--- src/rtl/rng_word_fetch_pkg.sv ---
// rng_word_fetch_pkg
// Shared definitions for the RNG word fetcher: the FSM state encoding and
// the default word width and FIFO depth.
package rng_word_fetch_pkg;

    localparam int RNG_NUM_BITS   = 32;
    localparam int RNG_FIFO_DEPTH = 4;

    typedef enum logic [1:0] {
        ST_IDLE  = 2'd0,
        ST_READ  = 2'd1,
        ST_WRITE = 2'd2
    } fetch_state_t;

endpackage

--- src/rtl/rng_word_fetch_fifo.sv ---
// rng_fifo
// Synchronous FIFO for words returned by the RNG.
// Ports:
//   clk, reset   clock, asynchronous active-high reset
//   push         write push_data at this edge (ignored when full)
//   push_data    word to store
//   pop          drop the head word at this edge (ignored when empty)
//   flush        empty the FIFO; takes priority over push and pop
//   count        number of stored words, 0..DEPTH
//   head_data    oldest stored word
module rng_fifo
    import rng_word_fetch_pkg::*;
#(
    parameter int NUM_BITS = RNG_NUM_BITS,
    parameter int DEPTH    = RNG_FIFO_DEPTH
) (
    input  logic                     clk,
    input  logic                     reset,
    input  logic                     push,
    input  logic [NUM_BITS-1:0]      push_data,
    input  logic                     pop,
    input  logic                     flush,
    output logic [$clog2(DEPTH):0]   count,
    output logic [NUM_BITS-1:0]      head_data
);

    localparam int PTR_W = $clog2(DEPTH);
    localparam int CNT_W = PTR_W + 1;
    localparam logic [CNT_W-1:0] FULL_CNT = CNT_W'(DEPTH);

    logic [NUM_BITS-1:0] mem [DEPTH];
    logic [PTR_W-1:0]    wr_ptr;
    logic [PTR_W-1:0]    rd_ptr;
    logic                do_push;
    logic                do_pop;

    assign do_push   = push && (count != FULL_CNT);
    assign do_pop    = pop && (count != '0);
    assign head_data = mem[rd_ptr];

    // Storage is cleared on reset so head_data reads 0 out of reset.
    // Pointers are PTR_W bits wide, so they wrap modulo DEPTH on their own.
    always_ff @(posedge clk or posedge reset) begin
        if (reset) begin
            wr_ptr <= '0;
            rd_ptr <= '0;
            count  <= '0;
            for (int i = 0; i < DEPTH; i++) begin
                mem[i] <= '0;
            end
        end else if (flush) begin
            wr_ptr <= '0;
            rd_ptr <= '0;
            count  <= '0;
        end else begin
            if (do_push) begin
                mem[wr_ptr] <= push_data;
                wr_ptr      <= wr_ptr + PTR_W'(1);
            end
            if (do_pop) begin
                rd_ptr <= rd_ptr + PTR_W'(1);
            end
            case ({do_push, do_pop})
                2'b10:   count <= count + CNT_W'(1);
                2'b01:   count <= count - CNT_W'(1);
                default: count <= count;
            endcase
        end
    end

endmodule

--- src/rtl/rng_word_fetch.sv ---
// rng_word_fetch
// Initiator for the RNG dat_* register interface. Reads words from the RNG
// into a small FIFO for downstream samplers, and writes a new seed on request,
// which flushes any buffered words.
// Ports:
//   clk, reset              clock, asynchronous active-high reset
//   run                     fetch words while high
//   rng_enable              registered copy of run, to the RNG enable
//   dat_re/dat_we           read / write strobes, held until !dat_wait
//   dat_di                  seed write data (holds last seed)
//   dat_do                  read data, sampled at the completion edge
//   dat_wait                RNG stall
//   seed_valid/seed_ready   seed handshake, seed_data is the seed word
//   out_valid/out_ready     consumer handshake, out_data is the FIFO head
//
// state  | meaning
// IDLE   | no transfer in flight; accepts a seed or starts a read
// READ   | dat_re high; completion pushes dat_do into the FIFO
// WRITE  | dat_we high with the seed on dat_di; completion flushes the FIFO
module rng_word_fetch
    import rng_word_fetch_pkg::*;
#(
    parameter int NUM_BITS   = RNG_NUM_BITS,
    parameter int FIFO_DEPTH = RNG_FIFO_DEPTH
) (
    input  logic                clk,
    input  logic                reset,
    input  logic                run,
    output logic                rng_enable,
    output logic                dat_re,
    output logic                dat_we,
    output logic [NUM_BITS-1:0] dat_di,
    input  logic [NUM_BITS-1:0] dat_do,
    input  logic                dat_wait,
    input  logic                seed_valid,
    output logic                seed_ready,
    input  logic [NUM_BITS-1:0] seed_data,
    output logic                out_valid,
    input  logic                out_ready,
    output logic [NUM_BITS-1:0] out_data
);

    localparam int CNT_W = $clog2(FIFO_DEPTH) + 1;
    localparam logic [CNT_W-1:0] FULL_CNT = CNT_W'(FIFO_DEPTH);

    fetch_state_t     state;
    fetch_state_t     state_nxt;
    logic             xfer_done;
    logic             load_seed;
    logic             fifo_push;
    logic             fifo_flush;
    logic [CNT_W-1:0] fifo_count;

    assign xfer_done  = (dat_re || dat_we) && !dat_wait;
    assign seed_ready = (state == ST_IDLE);
    assign out_valid  = (fifo_count != '0);

    always_comb begin
        state_nxt  = state;
        load_seed  = 1'b0;
        fifo_push  = 1'b0;
        fifo_flush = 1'b0;
        case (state)
            ST_IDLE: begin
                if (seed_valid) begin
                    load_seed = 1'b1;
                    state_nxt = ST_WRITE;
                end else if (run && (fifo_count != FULL_CNT)) begin
                    state_nxt = ST_READ;
                end
            end
            ST_READ: begin
                if (xfer_done) begin
                    fifo_push = 1'b1;
                    state_nxt = ST_IDLE;
                end
            end
            ST_WRITE: begin
                if (xfer_done) begin
                    fifo_flush = 1'b1;
                    state_nxt  = ST_IDLE;
                end
            end
            default: state_nxt = ST_IDLE;
        endcase
    end

    // Strobes are registered from the next state so they rise on the same
    // edge the FSM enters READ/WRITE and stay steady until completion.
    always_ff @(posedge clk or posedge reset) begin
        if (reset) begin
            state      <= ST_IDLE;
            dat_re     <= 1'b0;
            dat_we     <= 1'b0;
            dat_di     <= '0;
            rng_enable <= 1'b0;
        end else begin
            state      <= state_nxt;
            dat_re     <= (state_nxt == ST_READ);
            dat_we     <= (state_nxt == ST_WRITE);
            rng_enable <= run;
            if (load_seed) begin
                dat_di <= seed_data;
            end
        end
    end

    rng_fifo #(
        .NUM_BITS (NUM_BITS),
        .DEPTH    (FIFO_DEPTH)
    ) u_fifo (
        .clk       (clk),
        .reset     (reset),
        .push      (fifo_push),
        .push_data (dat_do),
        .pop       (out_ready),
        .flush     (fifo_flush),
        .count     (fifo_count),
        .head_data (out_data)
    );

endmodule

--- config.mk ---
export PLATFORM = sky130hd
export DESIGN_NAME = rng_word_fetch
export DESIGN_NICKNAME = d
export VERILOG_FILES = /design/src/rtl/rng_word_fetch_pkg.sv /design/src/rtl/rng_word_fetch_fifo.sv /design/src/rtl/rng_word_fetch.sv
export SDC_FILE = /design/constraint.sdc
export NUM_CORES = 1
export LEC_CHECK = 0
export ABC_AREA = 0
export CAP_MARGIN = 30
export CORE_MARGIN = 5
export CORE_UTILIZATION = 45
export CTS_CLUSTER_SIZE = 30
export DETAILED_ROUTE_END_ITERATION = 7
export PLACE_DENSITY = 0.73
export SYNTH_ARGS = -nofsm -noshare
export SYNTH_HDL_FRONTEND = slang
export SYNTH_SLANG_ARGS = --single-unit
--- constraint.sdc ---
create_clock -name clk -period 5.04 [get_ports clk]
set_input_delay 0.504 -clock clk [delete_from_list [all_inputs] [get_ports clk]]
set_output_delay 0.504 -clock clk [all_outputs]
set_load 0.02 [all_outputs]
==> results of run 1 <==
==> worst max-delay path: stages (launching register included) <==
cell	delay, ps
dfrtp_2	730
buf_12	260
mux4_2	540
clkdlybuf4s50_1	570
==> metal layers <==
metal	vias up	global-route usage	wire length (um)
li1	1987	-	-
met1	2342	0.211	6420
met2	131	0.288	8060
met3	14	0.0607	1140
met4	0	0.0433	140
met5	-	0	0
==> cells in the final DEF, fill, tap and decap left out, types with 4 or more instances in the layout <==
cell type          n
dfrtp_1          170
clkdlybuf4s50_1  138
nand2_1            8
mux4_2            33
clkinv_2           5
nor2_1             7
inv_1              6
o21ai_0            7
clkbuf_16         17
ha_1               8
a21oi_1            4
nand2_2            4
mux2_2           160
==> cells by family after synthesis <==
group / Yosys count / share of synthesized area
flops: 172 / 0.571
fa+ha+maj: 9 / 0.0159
simple gates: 39 / 0.0280
xor+xnor: 2 / 0.00232
mux: 195 / 0.340
compound gates: 18 / 0.0149
buf+inv: 33 / 0.0282
==> cell type report <==
type / count / area [um^2]
fillers: 1272 / 6820
flip-flops and latches: 172 / 4310
multi-input cells: 263 / 3040
repair buffers: 142 / 1450
clock buffers: 18 / 439
well taps: 220 / 275
clock inverters: 14 / 168
inverters: 7 / 30.0
==> through the flow <==
| stage | hold WS [ps] | worst slack, ps | power, W | area, um^2 |
|---|---|---|---|---|
| finish | 502 | 2010 | 0.00583 | 9700 |
| CTS | 504 | 1960 | 0.00590 | 9700 |
| detailed placement | 489 | 1640 | 0.00454 | 9100 |
| global route | 513 | 1830 | 0.00617 | 9700 |
| floorplan | 474 | 2340 | 0.00361 | 7550 |
| global placement | 481 | 1820 | 0.00440 | 9060 |
==> path summary, 6_finish.rpt <==
check | start | end | slack (ps) | depth (start not counted)
max | u_fifo.rd_ptr[1]$_DFFE_PP0P_ | out_data[6] | 2010 | 3
min | dat_di[19]$_DFFE_PP0P_ | dat_di[19]$_DFFE_PP0P_ | 500 | 1
max reg2reg | state[1]$_DFF_PP0_ | u_fifo.count[2]$_DFFE_PP0P_ | 2180 | 8
min reg2reg | dat_di[19]$_DFFE_PP0P_ | dat_di[19]$_DFFE_PP0P_ | 500 | 1
max in group asynchronous | reset | u_fifo.mem[104]$_DFFE_PP0P_ | 3290 | 3
min in group asynchronous | reset | dat_di[24]$_DFFE_PP0P_ | 590 | 2
==> sequential cells by signal, summed over array words and instances, names as in the netlist <==
name           cells
dat_re             1
dat_di            32
u_fifo.wr_ptr      2
rng_enable         1
u_fifo.mem       128
dat_we             1
u_fifo.rd_ptr      2
u_fifo.count       3
state              2
==> power groups by stage <==
stage	clock network [W]	logic, W	registers (W)
after floorplan	0	0.00131	0.00230
after detailed placement	0	0.00226	0.00228
final	0.00134	0.00223	0.00226
after global routing	0.00144	0.00240	0.00233
after CTS	0.00137	0.00227	0.00226
after global placement	0	0.00208	0.00231
==> results.yml, run 1 <==
status:
  status: "complete, no violations"
global_routing:
  grt_pass1_vias: 5150
  grt_overflow: 0
  grt_max_degree: 135
  grt_pass1_wl_um: 26700
  antenna_found_initial: 0
  track_usage: 0.171
logic_synthesis:
  synth-main-ff-cell: "dfrtp_1"
  synth_seq_cells: 172
  mappedNetlistArea_mm2: 0.00754
  synth_top_area_frac: 0.571
  synthArstFlopShare: 1.00
  yosysWarnings: 0
  synth_cells: 468
  synth_largest_area_cell: "dfrtp_1"
  seq_area_frac_synth: 0.571
  yosysUniqueCellTypes: 37
  synth_enable_flop_cells: 0
  syn_nets: 547
  yosysMostFrequentCell: "dfrtp_1"
  syn_avg_cell_area_um2: 16.1
  netlist_top_cells_area: "dfrtp_1, mux2_2, mux4_2, buf_6, ha_1"
  yosys-top-cells-count: "dfrtp_1, mux2_2, mux4_2, nand2_1, buf_6"
die:
  die_w_um: 139
  fp-row-count: 47
  die-area_mm2: 0.0195
  core_area_mm2: 0.0165
  initial_core_util: 0.457
  die_height_um: 139
  io_pins: 139
power_and_ir_drop:
  p_sw_frac: 0.318
  p_leak_nw: 4.46
  ir_worst_vdd_uv: 307
  seqPwrFrac: 0.387
  net-switching-power_w: 0.00185
  p_int_w: 0.00398
  pwr-share-comb: 0.383
  clockPowerShare: 0.230
  powerDensity_mw_per_mm2: 601
timing:
  max_slew_margin: 0.330
  fmax_ghz: 0.330
  clock_skew_ps: 21.7
  maxSlewViolCount: 0
  finalSetupViolCount: 0
  worst_slew_pin_slew_ps: 1000
  final.min_clock_period_ps: 3030
  rsz0062_at_grt: "false"
  final.period_utilization: 0.602
  tns_ps: 0
  hold_viol_final: 0
cts:
  clockBufferDepth: 2
  cts-root-buf: "clkbuf_16"
  cts-htree-levels: 4
  cts_tree: "yes"
  clk_latency_ps: 430
  clkTransAtPathRegs_ps: 60
  clkSinkCount: 172
  cts_hold_buf: 0
  cts_buffers: 17
  cts_resized: 0
  postCtsSetupBuffers: 0
layout:
  final_layout_size_suffix_gt1_frac: 0.388
  num_antenna_cells: 0
  fin_nets: 682
  instances_no_fill: 836
  syn_to_final_growth_pct: 28.6
  utilization: 0.587
setup_path:
  cp.arrival_ps: 2530
  worst_ep_required_time_ps: 4540
  worst-setup-path-type: "register to output port"
  critPathLaunchType: "register"
  crit_fanout: 18
  critPathCaptureType: "output port"
detailed_routing:
  drt-initial-drc-count: 139
  via_per_inst: 5.35
  wirelength_um: 15800
  drtPass1Iterations: 5
  wire_per_inst_um: 18.8
  antenna_left: 0
  num_vias: 4474
  drc: 0
flow_run:
  maxCapViolations: 0
placement:
  dp_hpwl_um: 10200
  place_inst: 804
  io_buffers: 138
  finalWeightedCongestion: 0.837
hold_path:
  hold_path_class: "register to register"
Power figures use the tool's default switching activity.
==> run 2: changes to the inputs <==
Clock period 5.04 ns to 2.7 ns, I/O delays scaled along.
==> run 2 against run 1 <==
- routed wire length up 1.1%
- clock power increased by 96%
- via count shrank 1.0%
- combinational power grew 92%
- global-route usage increased by 0.12 points
- design area rose by 1.2%
- critical path type unchanged
- highest routed layer unchanged
==> results.yml, run 2 (synthesis gave the netlist of run 1 again) <==
global_routing:
  top_usage_layer: "met2"
  grt_pass1_vias: 5108
  gr-usage-met1: 0.210
  antenna_found_initial: 0
  grt_max_degree: 136
  grt_util_met2: 0.292
  grt_pass1_wl_um: 26600
  grt_overflow: 0
  use_met3: 0.0569
  track_usage: 0.172
cts:
  cts_resized: 0
  cts-root-buf: "clkbuf_16"
  clkTransAtPathRegs_ps: 60
  clk_latency_ps: 410
  cts_tree: "yes"
  cts-htree-levels: 4
  cts_hold_buf: 0
  clkSinkCount: 172
  postCtsSetupBuffers: 0
  cts_buffers: 17
  clockBufferDepth: 2
timing:
  rsz0062_at_grt: "false"
  final.min_clock_period_ps: 2540
  final.period_utilization: 0.943
  setup_ws_ps: 155
  hold_viol_final: 0
  worst_slew_pin_slew_ps: 762
  fmax_ghz: 0.393
  clock_skew_ps: 7.61
  max_slew_margin: 0.492
  tns_ps: 0
  maxSlewViolCount: 0
  finalSetupViolCount: 0
power_and_ir_drop:
  ir_worst_vdd_uv: 665
  p_leak_nw: 4.53
  powerDensity_mw_per_mm2: 1120
setup_path:
  cp.arrival_ps: 2270
  critPathCaptureType: "output port"
  worst-setup-path-type: "register to output port"
  crit_fanout: 21
  critPathLaunchType: "register"
  r2r_slack_ps: 220
  worst_ep_required_time_ps: 2430
detailed_routing:
  via_per_inst: 5.23
  wire_per_inst_um: 18.8
  num_vias: 4429
  antenna_left: 0
  drt-initial-drc-count: 245
  wirelength_um: 15900
  drtPass1Iterations: 4
  drc: 0
die:
  initial_core_util: 0.457
  fp-row-count: 47
  die_w_um: 139
  io_pins: 139
  die-area_mm2: 0.0195
  core_area_mm2: 0.0165
  die_height_um: 139
layout:
  top_register: "u_fifo.mem"
  largestRegisters: "u_fifo.mem (128), dat_di (32), u_fifo.count (3)"
  layout_commonest_cell: "dfrtp_1"
  largest_reg_flops: 128
  fin_nets: 696
  fillCellCount: 1250
  num_antenna_cells: 0
  mostFrequentLayoutCells: "dfrtp_1, mux2_2, clkdlybuf4s50_1"
  final_layout_size_suffix_gt1_frac: 0.399
  syn_to_final_growth_pct: 30.2
placement:
  place_ws_ps: 148
  finalWeightedCongestion: 0.764
  io_buffers: 138
  dp_hpwl_um: 10600
hold_path:
  hold_path_class: "input port to register"
status:
  status: "complete, no violations"
flow_run:
  maxCapViolations: 0
==> run 2: cell types whose count changed in the layout (fill, tap and decap cells not counted), sizes merged <==
cell      before  now
buf            4   18
bufinv         3    5
clkinv         8    4
clkinvlp       1    2
inv            9    7
==> run 2: area by class of cell <==
| cell class | instances | area [um^2] | area share |
|---|---|---|---|
| Clock buffer | 18 | 439 | 0.0447 |
| Clock inverter | 11 | 194 | 0.0197 |
| Inverter | 7 | 30.0 | 0.00306 |
| Multi-Input combinational cell | 263 | 3040 | 0.309 |
| Sequential cell | 172 | 4310 | 0.438 |
| Tap cell | 220 | 275 | 0.0280 |
| Timing Repair Buffer | 156 | 1540 | 0.157 |
==> run 2: power by group <==
group / internal [W] / total [W] / switching, W / leakage (nW)
Sequential: 0.00356 / 0.00411 / 0.000547 / 2.27
Combinational: 0.00239 / 0.00429 / 0.00190 / 1.95
Clock: 0.00165 / 0.00263 / 0.000978 / 0.308
Total: 0.00760 / 0.0110 / 0.00342 / 4.53
==> run 2: per-layer routing <==
layer  vias up  routed length [um]
met3        23                1000
met1      2290                6680
met2       106                7970
met5         -                   0
met4         0                 261
li1       2010                   -
==> run 2: critical path, stage by stage, from the launching register on <==
cell and delay [ps]:
dfrtp_2 350, buf_4 340, mux4_2 550, clkdlybuf4s50_1 610
==> run 2: per-stage QoR <==
stage	hold WS, ps	power [W]	std cells	util	area, um^2
3_3_place_gp	481	0.00829	818	0.556	9190
6_report	374	0.0110	847	0.594	9820
3_5_place_dp	488	0.00849	818	0.556	9190
4_1_cts	362	0.0112	847	0.594	9820
2_1_floorplan	301	0.00674	468	-	7550
5_1_grt	360	0.0117	847	0.594	9820
==> run 2: path summary, 6_finish.rpt <==
| path | from | end | cells past startpoint |
|---|---|---|---|
| max in group asynchronous | reset | u_fifo.mem[52]$_DFFE_PP0P_ | 3 |
| worst max-delay path | u_fifo.rd_ptr[0]$_DFFE_PP0P_ | out_data[31] | 3 |
| worst min-delay path | run | rng_enable$_DFF_PP0_ | 1 |
| min in group asynchronous | reset | dat_di[28]$_DFFE_PP0P_ | 3 |
| worst max register to register | state[1]$_DFF_PP0_ | u_fifo.count[2]$_DFFE_PP0P_ | 8 |
| worst min register to register | u_fifo.mem[50]$_DFFE_PP0P_ | u_fifo.mem[50]$_DFFE_PP0P_ | 1 |
